**src/rtl/uart_pkg.sv**
```systemverilog
// Shared definitions for the UART transmit path: launch FSM encoding,
// Encoder acknowledge timeout and default buffer depth.
package uart_pkg;

    localparam int DEFAULT_DEPTH = 16;

    // Cycles spent waiting for the Encoder to raise busy before a strobe
    // is treated as accepted anyway.
    localparam int ACK_TIMEOUT = 4;
    localparam int ACK_CNT_W   = $clog2(ACK_TIMEOUT);

    typedef enum logic [1:0] {
        IDLE,
        LAUNCH,
        ACK,
        DRAIN
    } tx_state_e;

endpackage

```
**src/rtl/uart_fifo_mem.sv**
```systemverilog
// Byte-wide register array with synchronous write and combinational read.
// Pointer and occupancy tracking live in the owner so the same storage can
// sit behind either the transmit or the receive path.
module uart_fifo_mem #(
    parameter int DEPTH = 16,
    parameter int AW    = 4
) (
    input  logic          clk,
    input  logic          wr_en_i,
    input  logic [AW-1:0] wr_addr_i,
    input  logic [7:0]    wr_data_i,
    input  logic [AW-1:0] rd_addr_i,
    output logic [7:0]    rd_data_o
);

    logic [7:0] mem_q [DEPTH];

    // Store one byte per cycle; contents need no reset because the owner's
    // count decides which entries are meaningful.
    always_ff @(posedge clk) begin
        if (wr_en_i) begin
            mem_q[wr_addr_i] <= wr_data_i;
        end
    end

    assign rd_data_o = mem_q[rd_addr_i];

endmodule

```
**src/rtl/uart_tx_fifo.sv**
```systemverilog
// Transmit buffer in front of the UART Encoder: accepts CPU bytes at core
// speed and hands them to the Encoder one frame at a time with a one-cycle
// launch strobe, flagging the byte that empties the queue.
module uart_tx_fifo
    import uart_pkg::*;
#(
    parameter int DEPTH = DEFAULT_DEPTH,
    parameter int AW    = $clog2(DEPTH)
) (
    input  logic          clk,
    input  logic          rst,
    input  logic          wr_en,
    input  logic [7:0]    wr_data,
    input  logic          flush,
    input  logic          ovf_clr,
    input  logic          enc_busy,
    output logic          enc_wr,
    output logic [7:0]    enc_data,
    output logic          enc_last,
    output logic          full,
    output logic          empty,
    output logic [AW:0]   count,
    output logic          overflow
);

    localparam logic [AW:0]        CNT_FULL  = (AW+1)'(DEPTH);
    localparam logic [AW:0]        CNT_ONE   = (AW+1)'(1);
    localparam logic [AW-1:0]      PTR_ONE   = AW'(1);
    localparam logic [ACK_CNT_W-1:0] ACK_LAST = ACK_CNT_W'(ACK_TIMEOUT - 1);

    logic [AW-1:0]        wr_ptr_q, wr_ptr_d;
    logic [AW-1:0]        rd_ptr_q, rd_ptr_d;
    logic [AW:0]          count_q, count_d;
    logic                 overflow_q, overflow_d;
    tx_state_e            state_q, state_d;
    logic [ACK_CNT_W-1:0] ack_cnt_q, ack_cnt_d;
    logic                 enc_wr_q, enc_wr_d;
    logic [7:0]           enc_data_q, enc_data_d;

    logic                 full_w;
    logic                 empty_w;
    logic                 push_ok;
    logic                 push_drop;
    logic                 pop;
    logic [7:0]           head_byte;

    assign full_w    = (count_q == CNT_FULL);
    assign empty_w   = (count_q == '0);
    // Fullness is judged before any pop in the same cycle, and flush
    // swallows a simultaneous push without counting it as an overflow.
    assign push_ok   = wr_en && !full_w && !flush;
    assign push_drop = wr_en &&  full_w && !flush;
    assign pop       = (state_q == LAUNCH) && !flush;

    uart_fifo_mem #(
        .DEPTH (DEPTH),
        .AW    (AW)
    ) u_mem (
        .clk       (clk),
        .wr_en_i   (push_ok),
        .wr_addr_i (wr_ptr_q),
        .wr_data_i (wr_data),
        .rd_addr_i (rd_ptr_q),
        .rd_data_o (head_byte)
    );

    // Pointer, occupancy and sticky overflow bookkeeping.
    always_comb begin
        wr_ptr_d   = wr_ptr_q;
        rd_ptr_d   = rd_ptr_q;
        count_d    = count_q;
        overflow_d = overflow_q;

        if (flush) begin
            wr_ptr_d = '0;
            rd_ptr_d = '0;
            count_d  = '0;
        end else begin
            if (push_ok) begin
                wr_ptr_d = wr_ptr_q + PTR_ONE;
            end
            if (pop) begin
                rd_ptr_d = rd_ptr_q + PTR_ONE;
            end
            case ({push_ok, pop})
                2'b10:   count_d = count_q + CNT_ONE;
                2'b01:   count_d = count_q - CNT_ONE;
                default: count_d = count_q;
            endcase
        end

        if (push_drop) begin
            overflow_d = 1'b1;
        end else if (ovf_clr) begin
            overflow_d = 1'b0;
        end
    end

    // Launch handshake: present the head byte, then wait for the Encoder to
    // take it (or time out) and finish its frame before the next launch.
    always_comb begin
        state_d    = state_q;
        ack_cnt_d  = '0;
        enc_wr_d   = 1'b0;
        enc_data_d = enc_data_q;

        case (state_q)
            IDLE: begin
                if (!empty_w && !enc_busy && !flush) begin
                    state_d    = LAUNCH;
                    enc_wr_d   = 1'b1;
                    enc_data_d = head_byte;
                end
            end
            LAUNCH: begin
                state_d = ACK;
            end
            ACK: begin
                if (enc_busy) begin
                    state_d = DRAIN;
                end else if (ack_cnt_q == ACK_LAST) begin
                    state_d = IDLE;
                end else begin
                    ack_cnt_d = ack_cnt_q + ACK_CNT_W'(1);
                end
            end
            DRAIN: begin
                if (!enc_busy) begin
                    state_d = IDLE;
                end
            end
            default: begin
                state_d = IDLE;
            end
        endcase
    end

    // State and datapath registers with synchronous reset.
    always_ff @(posedge clk) begin
        if (rst) begin
            wr_ptr_q   <= '0;
            rd_ptr_q   <= '0;
            count_q    <= '0;
            overflow_q <= 1'b0;
            state_q    <= IDLE;
            ack_cnt_q  <= '0;
            enc_wr_q   <= 1'b0;
            enc_data_q <= 8'h00;
        end else begin
            wr_ptr_q   <= wr_ptr_d;
            rd_ptr_q   <= rd_ptr_d;
            count_q    <= count_d;
            overflow_q <= overflow_d;
            state_q    <= state_d;
            ack_cnt_q  <= ack_cnt_d;
            enc_wr_q   <= enc_wr_d;
            enc_data_q <= enc_data_d;
        end
    end

    assign enc_wr   = enc_wr_q;
    assign enc_data = enc_data_q;
    // The launched byte is the last one only if nothing arrives behind it
    // during the launch cycle itself.
    assign enc_last = enc_wr_q && (count_q == CNT_ONE) && !push_ok;
    assign full     = full_w;
    assign empty    = empty_w;
    assign count    = count_q;
    assign overflow = overflow_q;

endmodule

```
**config.mk**
```make
export PLATFORM = sky130hd
export DESIGN_NAME = uart_tx_fifo
export DESIGN_NICKNAME = d
export VERILOG_FILES = /design/src/rtl/uart_pkg.sv /design/src/rtl/uart_fifo_mem.sv /design/src/rtl/uart_tx_fifo.sv
export SDC_FILE = /design/constraint.sdc
export NUM_CORES = 1
export LEC_CHECK = 0
export BUFFER_PORTS_ARGS = -buffer_cell sky130_fd_sc_hd__buf_4
export CORE_ASPECT_RATIO = 0.6
export CORE_MARGIN = 3
export CORE_UTILIZATION = 60
export DETAILED_ROUTE_END_ITERATION = 10
export PLACE_DENSITY_LB_ADDON = 0.05
export SLEW_MARGIN = 10
export SYNTH_ARGS = -nofsm -noshare
export SYNTH_HDL_FRONTEND = slang
export SYNTH_SLANG_ARGS = --single-unit
```
**constraint.sdc**
```tcl
create_clock -name clk -period 2.8 [get_ports clk]
set_clock_uncertainty 0.2 [all_clocks]
set_input_delay 0.14 -clock clk [delete_from_list [all_inputs] [get_ports clk]]
set_output_delay 0.14 -clock clk [all_outputs]
set_load 0.01 [all_outputs]
```
==> flow_metrics.env, run 1 <==
export IMPL_start_util_pct=62.32
export IMPL_grt_pass1_wl_mm=19.38
export IMPL_count_of_inserted_antenna_diode_cells=0
export IMPL_grt_overflow=0
export IMPL_detail_route_vias_per_cell=5.919
export IMPL_path_delay_family="simple AND/OR/NAND/NOR gates"
export IMPL_tritoncts_clock_tree="done"
export IMPL_crit_path_end_kind="flip-flop"
export IMPL_drt_antenna_violating_nets=0
export IMPL_number_of_distinct_library_cells_after_synthesis=38
export IMPL_max_slew_worst_pin_slew_ns=1.141
export IMPL_timing_critical_path_slowest_cell_delay_ns=0.59
export IMPL_power_total_uw=4872
export IMPL_ctsRootBufferMaster="sky130_fd_sc_hd__clkbuf_16"
export IMPL_period_minus_slack_ns=2.627
export IMPL_timing_setup_tns_ns=0
export IMPL_drt_iter0_markers=324
export IMPL_clock_tree_htree_level_count=4
export IMPL_syn_inst=343
export IMPL_ys_ff_latch=155
export IMPL_power_density_nw_per_um2=652.4
export IMPL_final_max_slew_viol_count=0
export IMPL_crit_arrival_ns=2.73
export IMPL_critical_path_class="flip-flop to flip-flop"
export IMPL_postSynthAreaPerCell_um2=18.14
export IMPL_grt_antenna_before_repair=0
export IMPL_mostFrequentLayoutCell="sky130_fd_sc_hd__edfxtp_1"
export IMPL_floorplan_io_pins=32
export IMPL_final_worst_path_cycle_share_pct=93.82
export IMPL_timing_max_slew_rel_slack_pct=23.37
export IMPL_critPathBufInv=3
export IMPL_finish_instance_area_um2=7468
export IMPL_clk_slew_on_worst_s_h_paths_ns=0.06
export IMPL_hpwlAfterDp_mm=7.955
export IMPL_wl_per_cell_um=22.21
export IMPL_number_of_fill_cells_in_the_layout=600
export IMPL_leading_cell_types_in_the_layout_fill_and_taps_excluded="sky130_fd_sc_hd__edfxtp_1 (128), sky130_fd_sc_hd__buf_4 (54), sky130_fd_sc_hd__nor2_1 (29)"
export IMPL_status="finished, final reports clean"
export IMPL_post_route_drc_count=0
export IMPL_detail_route_first_pass_iterations=5
export IMPL_hold_path_class="input port to flip-flop"
export IMPL_crit_path_top_delay_cell="sky130_fd_sc_hd__or4b_2"
export IMPL_placeableCoreArea_um2=9985
export IMPL_post_cts_setup_buffer_count=0
export IMPL_report_final_setup_viol=0
export IMPL_synth_flop_cell="sky130_fd_sc_hd__edfxtp_1"
export IMPL_dieHeight_um=84.88
export IMPL_worst_vdd_drop_v=0.0006257
export IMPL_worst_endpoint_required_ns=2.91
export IMPL_maxClockFrequency_ghz=0.3807
export IMPL_final_nets=442
export IMPL_numPortBuffers=31
export IMPL_number_of_global_route_vias_before_repair=3414
export IMPL_die_w_um=137.5
export IMPL_post_synth_instance_area_um2=6222
export IMPL_max_cap_viol_count=0
export IMPL_number_of_enable_type_register_cells_in_the_synthesized_netlist=128
export IMPL_rsz0062_at_grt="false"
export IMPL_gp_routability_congestion=0.8022
export IMPL_cts_inserted_buffers=17
export IMPL_critPathMaxFanout=6
export IMPL_cp_cell_sequence="inv_1 -> ha_1 -> nand4bb_1 -> inv_2 -> nor2_1 -> inv_1 -> ha_2 -> or4b_2 -> a21oi_1 -> xnor2_1 -> nor2_1"
export IMPL_num_rows=28
export IMPL_critPathLaunchType="flip-flop"
export IMPL_track_usage_pct=23.48
export IMPL_grt_start_max_net_pins=35
export IMPL_hold_viol_final=0
export IMPL_p_leak_uw=0.002525
export IMPL_synth_fp_nets=368
export IMPL_num_vias=3344
export IMPL_die_area_um2=11670
export IMPL_clkSinkCount=155
export IMPL_synth_yosys_seq_area_share_pct=70.46
export IMPL_postSynth_asyncResetShare_pct=0
export IMPL_detail_route_wirelength_mm=12.55
export IMPL_source_to_sink_clock_delay_at_the_later_pin_of_the_worst_skew_pair_ns=0.43
export IMPL_placement_cell_area_um2=6743
export IMPL_layout_drive_gt1_share_pct=31.63
export IMPL_ctsLongestPathBuffers=2
export IMPL_final_hold_worst_slack_ns=0.05673
export IMPL_areaGrowthSynthToFinish_pct=20.03
export IMPL_yosys_warnings=0
-- cell usage after synthesis, types with 3 or more instances --
library cell / number / area [µm²]
sky130_fd_sc_hd__a221o_1: 8 / 80.08
sky130_fd_sc_hd__nor4_1: 3 / 18.77
sky130_fd_sc_hd__nand2_1: 7 / 26.28
sky130_fd_sc_hd__ha_1: 11 / 137.6
sky130_fd_sc_hd__nand2b_1: 4 / 25.02
sky130_fd_sc_hd__nor3b_1: 9 / 67.56
sky130_fd_sc_hd__mux4_1: 5 / 131.4
sky130_fd_sc_hd__mux4_2: 27 / 608.1
sky130_fd_sc_hd__nor2b_1: 4 / 25.02
sky130_fd_sc_hd__mux2_2: 16 / 180.2
sky130_fd_sc_hd__xnor2_1: 5 / 43.79
sky130_fd_sc_hd__dfxtp_1: 27 / 540.5
sky130_fd_sc_hd__clkbuf_1: 10 / 37.54
sky130_fd_sc_hd__nor3_1: 6 / 30.03
sky130_fd_sc_hd__xor2_1: 5 / 43.79
sky130_fd_sc_hd__nor2_1: 29 / 108.9
sky130_fd_sc_hd__inv_1: 6 / 22.52
sky130_fd_sc_hd__edfxtp_1: 128 / 3844
sky130_fd_sc_hd__a21oi_1: 8 / 40.04
-- layout make-up --
class	instances	area, µm²	area share, %
multi-input cells	166	1723	23.07
well taps	135	168.9	2.262
clock buffers	17	425.4	5.696
repair buffers	71	595.6	7.975
inverters	6	22.52	0.3016
flip-flops and latches	155	4385	58.72
clock inverters	15	147.6	1.977
-- where the power goes --
part	internal (µW)	total, µW	switching, µW
registers	2500	2510	6.34
logic	59.2	134	75.0
clock network	1310	2230	919
-- worst min-delay path, cell delays in order --
cell and delay [ns]:
sky130_fd_sc_hd__buf_4 0.11, sky130_fd_sc_hd__nand2b_1 0.12, sky130_fd_sc_hd__nor3_1 0.09, sky130_fd_sc_hd__xnor2_1 0.14, sky130_fd_sc_hd__nor2_1 0.04
-- kinds of logic after synthesis --
| logic type | share of synthesized area [%] |
|---|---|
| flip-flops | 70.46 |
| multiplexers | 15.10 |
| AO/OA/AOI/OAI | 2.252 |
| adder cells (fa/ha/maj) | 2.212 |
| AND/OR/NAND/NOR | 6.676 |
| buffers and inverters | 1.890 |
| XOR/XNOR | 1.408 |
-- repair_timing --
| item | in CTS | in global routing |
|---|---|---|
| resized for setup | 0 | 2 |
| hold buffers | 15 | 0 |
| hold endpoints to repair | 135 | 0 |
| endpoints found under the setup margin | 0 | 1 |
-- per-layer routing --
metal	GRT usage (%)	wire length, µm	up-vias
met1	34.94	6036	1723
met4	7.971	126	0
met3	7.109	651	14
met2	33.72	5734	98
met5	0	0	-
li1	-	-	1509
-- through the flow --
stage | instances | utilization, % | setup slack (ns)
after detailed placement | 518 | 67.53 | 0.1763
after global placement | 518 | 67.53 | 0.2694
after floorplan | 343 | - | 0.1793
after CTS | 565 | 74.77 | 0.1284
after global routing | 565 | 74.80 | 0.007216
final | 565 | 74.80 | 0.1730
-- sequential cells by signal, indices dropped and copies added, names as in the netlist --
name / count
count: 5
overflow: 1
enc_data: 8
ack_cnt_q: 2
enc_wr: 1
u_mem.mem_q: 128
rd_ptr_q: 4
state_q: 2
wr_ptr_q: 4
-- final timing paths --
path                                               from                       end  slack, ns  cells past startpoint
worst max-delay path              count[1]$_SDFFE_PP0P_     count[3]$_SDFFE_PP0P_       0.17                     11
worst min-delay path                              wr_en  wr_ptr_q[3]$_SDFFE_PP0P_       0.06                      5
worst max register to register    count[1]$_SDFFE_PP0P_     count[3]$_SDFFE_PP0P_       0.17                     11
worst min register to register  ack_cnt_q[0]$_SDFF_PP0_   ack_cnt_q[0]$_SDFF_PP0_       0.22                      1
(Power assumes the default switching activity.)
==> inputs of run 2 (changes only) <==
- ABC_AREA: not set -> 1
==> flow_metrics.env, run 2 <==
export IMPL_status="finished, final reports clean"
export IMPL_postSynthAreaPerCell_um2=9.846
export IMPL_regToRegStartpoint="count[0]$_SDFFE_PP0P_"
export IMPL_number_of_distinct_library_cells_after_synthesis=24
export IMPL_max_cap_viol_count=0
export IMPL_die_area_um2=12630
export IMPL_synth_largest_area_cell="sky130_fd_sc_hd__edfxtp_1"
export IMPL_hold_path_class="flip-flop to flip-flop"
export IMPL_yosys_cell_count_top_type="sky130_fd_sc_hd__nand2_1"
export IMPL_tritoncts_clock_tree="done"
export IMPL_synth_yosys_seq_area_share_pct=64.82
export IMPL_ys_ff_latch=155
export IMPL_synth_compound_area_share_pct=2.775
export IMPL_synth_fp_nets=712
export IMPL_detail_route_vias_per_cell=5.681
export IMPL_rsz0062_at_grt="false"
export IMPL_min_delay_worst_endpoint="ack_cnt_q[0]$_SDFF_PP0_"
export IMPL_timing_critical_path_slowest_cell_delay_ns=0.56
export IMPL_synthesized_area_fraction_occupied_by_xor_and_xnor_cells_pct=0.2590
export IMPL_post_route_drc_count=0
export IMPL_combinational_family_with_the_most_area_after_synthesis="simple AND/OR/NAND/NOR gates"
export IMPL_registers_top_by_ff_count="u_mem.mem_q"
export IMPL_number_of_flip_flops_under_the_largest_register_name=128
export IMPL_start_util_pct=62.77
export IMPL_worst_endpoint_required_ns=2.65
export IMPL_crit_path_end_kind="flip-flop"
export IMPL_grt_start_max_net_pins=67
export IMPL_yosys_warnings=0
export IMPL_count_of_inserted_antenna_diode_cells=0
export IMPL_number_of_global_route_vias_before_repair=4795
export IMPL_synthMuxAreaShare_pct=0
export IMPL_crit_arrival_ns=2.35
export IMPL_number_of_enable_type_register_cells_in_the_synthesized_netlist=128
export IMPL_synth_adder_area_share_pct=2.035
export IMPL_leading_cell_types_in_the_layout_fill_and_taps_excluded="sky130_fd_sc_hd__nand2_1 (220), sky130_fd_sc_hd__edfxtp_1 (128), sky130_fd_sc_hd__nand3_1 (99)"
export IMPL_power_density_nw_per_um2=639.3
export IMPL_synth_flop_cell="sky130_fd_sc_hd__edfxtp_1"
export IMPL_synth_top_cell_area_share_pct=56.83
export IMPL_syn_inst=687
export IMPL_areaGrowthSynthToFinish_pct=15.61
export IMPL_final_nets=763
export IMPL_area_occupied_by_multi_input_gates_um2=1847
export IMPL_placedCellCount=844
export IMPL_detail_route_first_pass_iterations=5
export IMPL_final_max_slew_viol_count=0
export IMPL_cp_cell_sequence="inv_1 -> ha_1 -> nand3_1 -> nand2_2 -> inv_2 -> nand2_1 -> nor2_1"
export IMPL_synth_common_cells="sky130_fd_sc_hd__nand2_1 (220), sky130_fd_sc_hd__edfxtp_1 (128), sky130_fd_sc_hd__nand3_1 (99), sky130_fd_sc_hd__inv_1 (96), sky130_fd_sc_hd__nor2_1 (31)"
export IMPL_dieHeight_um=88.25
export IMPL_die_w_um=143.1
export IMPL_grt_overflow=0
export IMPL_hp_start="ack_cnt_q[0]$_SDFF_PP0_"
export IMPL_post_route_insts_no_fill=890
export IMPL_floorplan_io_pins=32
export IMPL_critPathLaunchType="flip-flop"
export IMPL_post_cts_setup_buffer_count=0
export IMPL_clkSinkCount=155
export IMPL_report_final_setup_viol=0
export IMPL_ctsRootBufferMaster="sky130_fd_sc_hd__clkbuf_16"
export IMPL_p_leak_uw=0.003347
export IMPL_timing_max_slew_rel_slack_pct=47.86
export IMPL_critPathMaxFanout=8
export IMPL_synth_top_cells_by_area="sky130_fd_sc_hd__edfxtp_1 (57%), sky130_fd_sc_hd__nand2_1 (12%), sky130_fd_sc_hd__dfxtp_1 (8.0%), sky130_fd_sc_hd__nand3_1 (7.3%), sky130_fd_sc_hd__inv_1 (5.3%)"
export IMPL_placeableCoreArea_um2=10780
export IMPL_r2r_end="u_mem.mem_q[9][4]$_DFFE_PP_"
export IMPL_hold_viol_final=0
export IMPL_ctsLongestPathBuffers=2
export IMPL_numPortBuffers=31
export IMPL_hpwlAfterDp_mm=10.62
export IMPL_layout_drive_gt1_share_pct=10.92
export IMPL_clock_tree_htree_level_count=4
export IMPL_max_slew_worst_pin_slew_ns=0.7792
export IMPL_num_vias=5056
export IMPL_num_rows=29
export IMPL_source_to_sink_clock_delay_at_the_later_pin_of_the_worst_skew_pair_ns=0.42
export IMPL_detail_route_wirelength_mm=16.57
export IMPL_worst_vdd_drop_v=0.0004592
export IMPL_grt_antenna_before_repair=0
export IMPL_drt_iter0_markers=626
export IMPL_grt_pass1_wl_mm=26.01
export IMPL_track_usage_pct=28.40
export IMPL_clk_slew_on_worst_s_h_paths_ns=0.06
export IMPL_final_util_pct=72.56
export IMPL_cts_inserted_buffers=17
export IMPL_timing_setup_tns_ns=0
export IMPL_post_synth_instance_area_um2=6764
export IMPL_critical_path_class="flip-flop to flip-flop"
export IMPL_mostFrequentLayoutCell="sky130_fd_sc_hd__nand2_1"
export IMPL_postSynth_asyncResetShare_pct=0
export IMPL_maxClockFrequency_ghz=0.4004
export IMPL_synth_simple_area_share_pct=22.23
export IMPL_period_minus_slack_ns=2.498
export IMPL_number_of_fill_cells_in_the_layout=766
export IMPL_drt_antenna_violating_nets=0
export IMPL_min_path_cells=1
export IMPL_r2r_slack_ns=0.30
export IMPL_gp_routability_congestion=0.8511
export IMPL_sequential_cell_area_um2=4385
export IMPL_reg2reg_depth=7
export IMPL_wl_per_cell_um=18.62
export IMPL_final_worst_path_cycle_share_pct=89.21
export IMPL_crit_path_top_delay_cell="sky130_fd_sc_hd__nor2_1"
## run 2: critical path: cells and delay by family (launching register included)
family / cells / cell delay [ns]
flip-flops: 1 / 0.42
AND/OR/NAND/NOR: 4 / 0.97
adder cells (fa/ha/maj): 1 / 0.26
buffers and inverters: 2 / 0.28
## run 2: timing repair
action | CTS | global route
setup endpoints to repair | 0 | 0
hold buffers | 14 | 0
endpoints found under the hold margin | 140 | 0
gates resized for setup | 0 | 0
## run 2: logic make-up after synthesis
kind of cell    count (synthesis)
simple gates                  360
fa+ha+maj                      11
buf+inv                       126
flops                         155
xor+xnor                        2
compound gates                 33
## run 2: metal layers
layer	part of all wire, %	wire [µm]	up-vias	track usage [%]
li1	-	-	2344	-
met1	42	7002	2391	39.88
met2	45	7411	292	42.84
met3	11	1869	29	9.503
met4	1.7	287	0	8.456
met5	0	0	-	0
## run 2: worst max path at each step
stage	slack, ns	from	depth (start not counted)	to
3_3_place_gp	0.54	count[0]$_SDFFE_PP0P_	7	u_mem.mem_q[8][1]$_DFFE_PP_
2_1_floorplan	0.69	count[0]$_SDFFE_PP0P_	7	u_mem.mem_q[3][0]$_DFFE_PP_
6_report	0.30	count[0]$_SDFFE_PP0P_	7	u_mem.mem_q[9][4]$_DFFE_PP_
5_1_grt	0.16	count[0]$_SDFFE_PP0P_	7	u_mem.mem_q[13][7]$_DFFE_PP_
3_5_place_dp	0.33	count[0]$_SDFFE_PP0P_	7	u_mem.mem_q[9][4]$_DFFE_PP_
4_1_cts	0.32	count[0]$_SDFFE_PP0P_	7	u_mem.mem_q[9][4]$_DFFE_PP_
## run 2: area by class of cell
| cell class | count | area share (%) |
|---|---|---|
| flip-flops and latches | 155 | 56.08 |
| multi-input cells | 406 | 23.62 |
| repair buffers | 59 | 6.432 |
| clock buffers | 22 | 6.080 |
| inverters | 99 | 4.752 |
| well taps | 139 | 2.224 |
| clock inverters | 10 | 0.8160 |
## run 2: power breakdown
| group | switching (µW) | leakage, µW | internal (µW) |
|---|---|---|---|
| logic | 242 | 0.00170 | 118 |
| registers | 20.7 | 0.00137 | 2520 |
| clock network | 892 | 0.000270 | 1210 |
## run 2: through the flow
step           power [µW]  hold WS [ns]  instance area (µm²)  setup WS, ns
2_1_floorplan        2796      0.009066                 6764        0.6871
6_report             4999        0.2267                 7820        0.3022
3_3_place_gp         2916        0.1328                 7141        0.5402
3_5_place_dp         2926        0.1369                 7141        0.3319
5_1_grt              5166        0.2497                 7820        0.1635
4_1_cts              5010        0.2334                 7820        0.3164
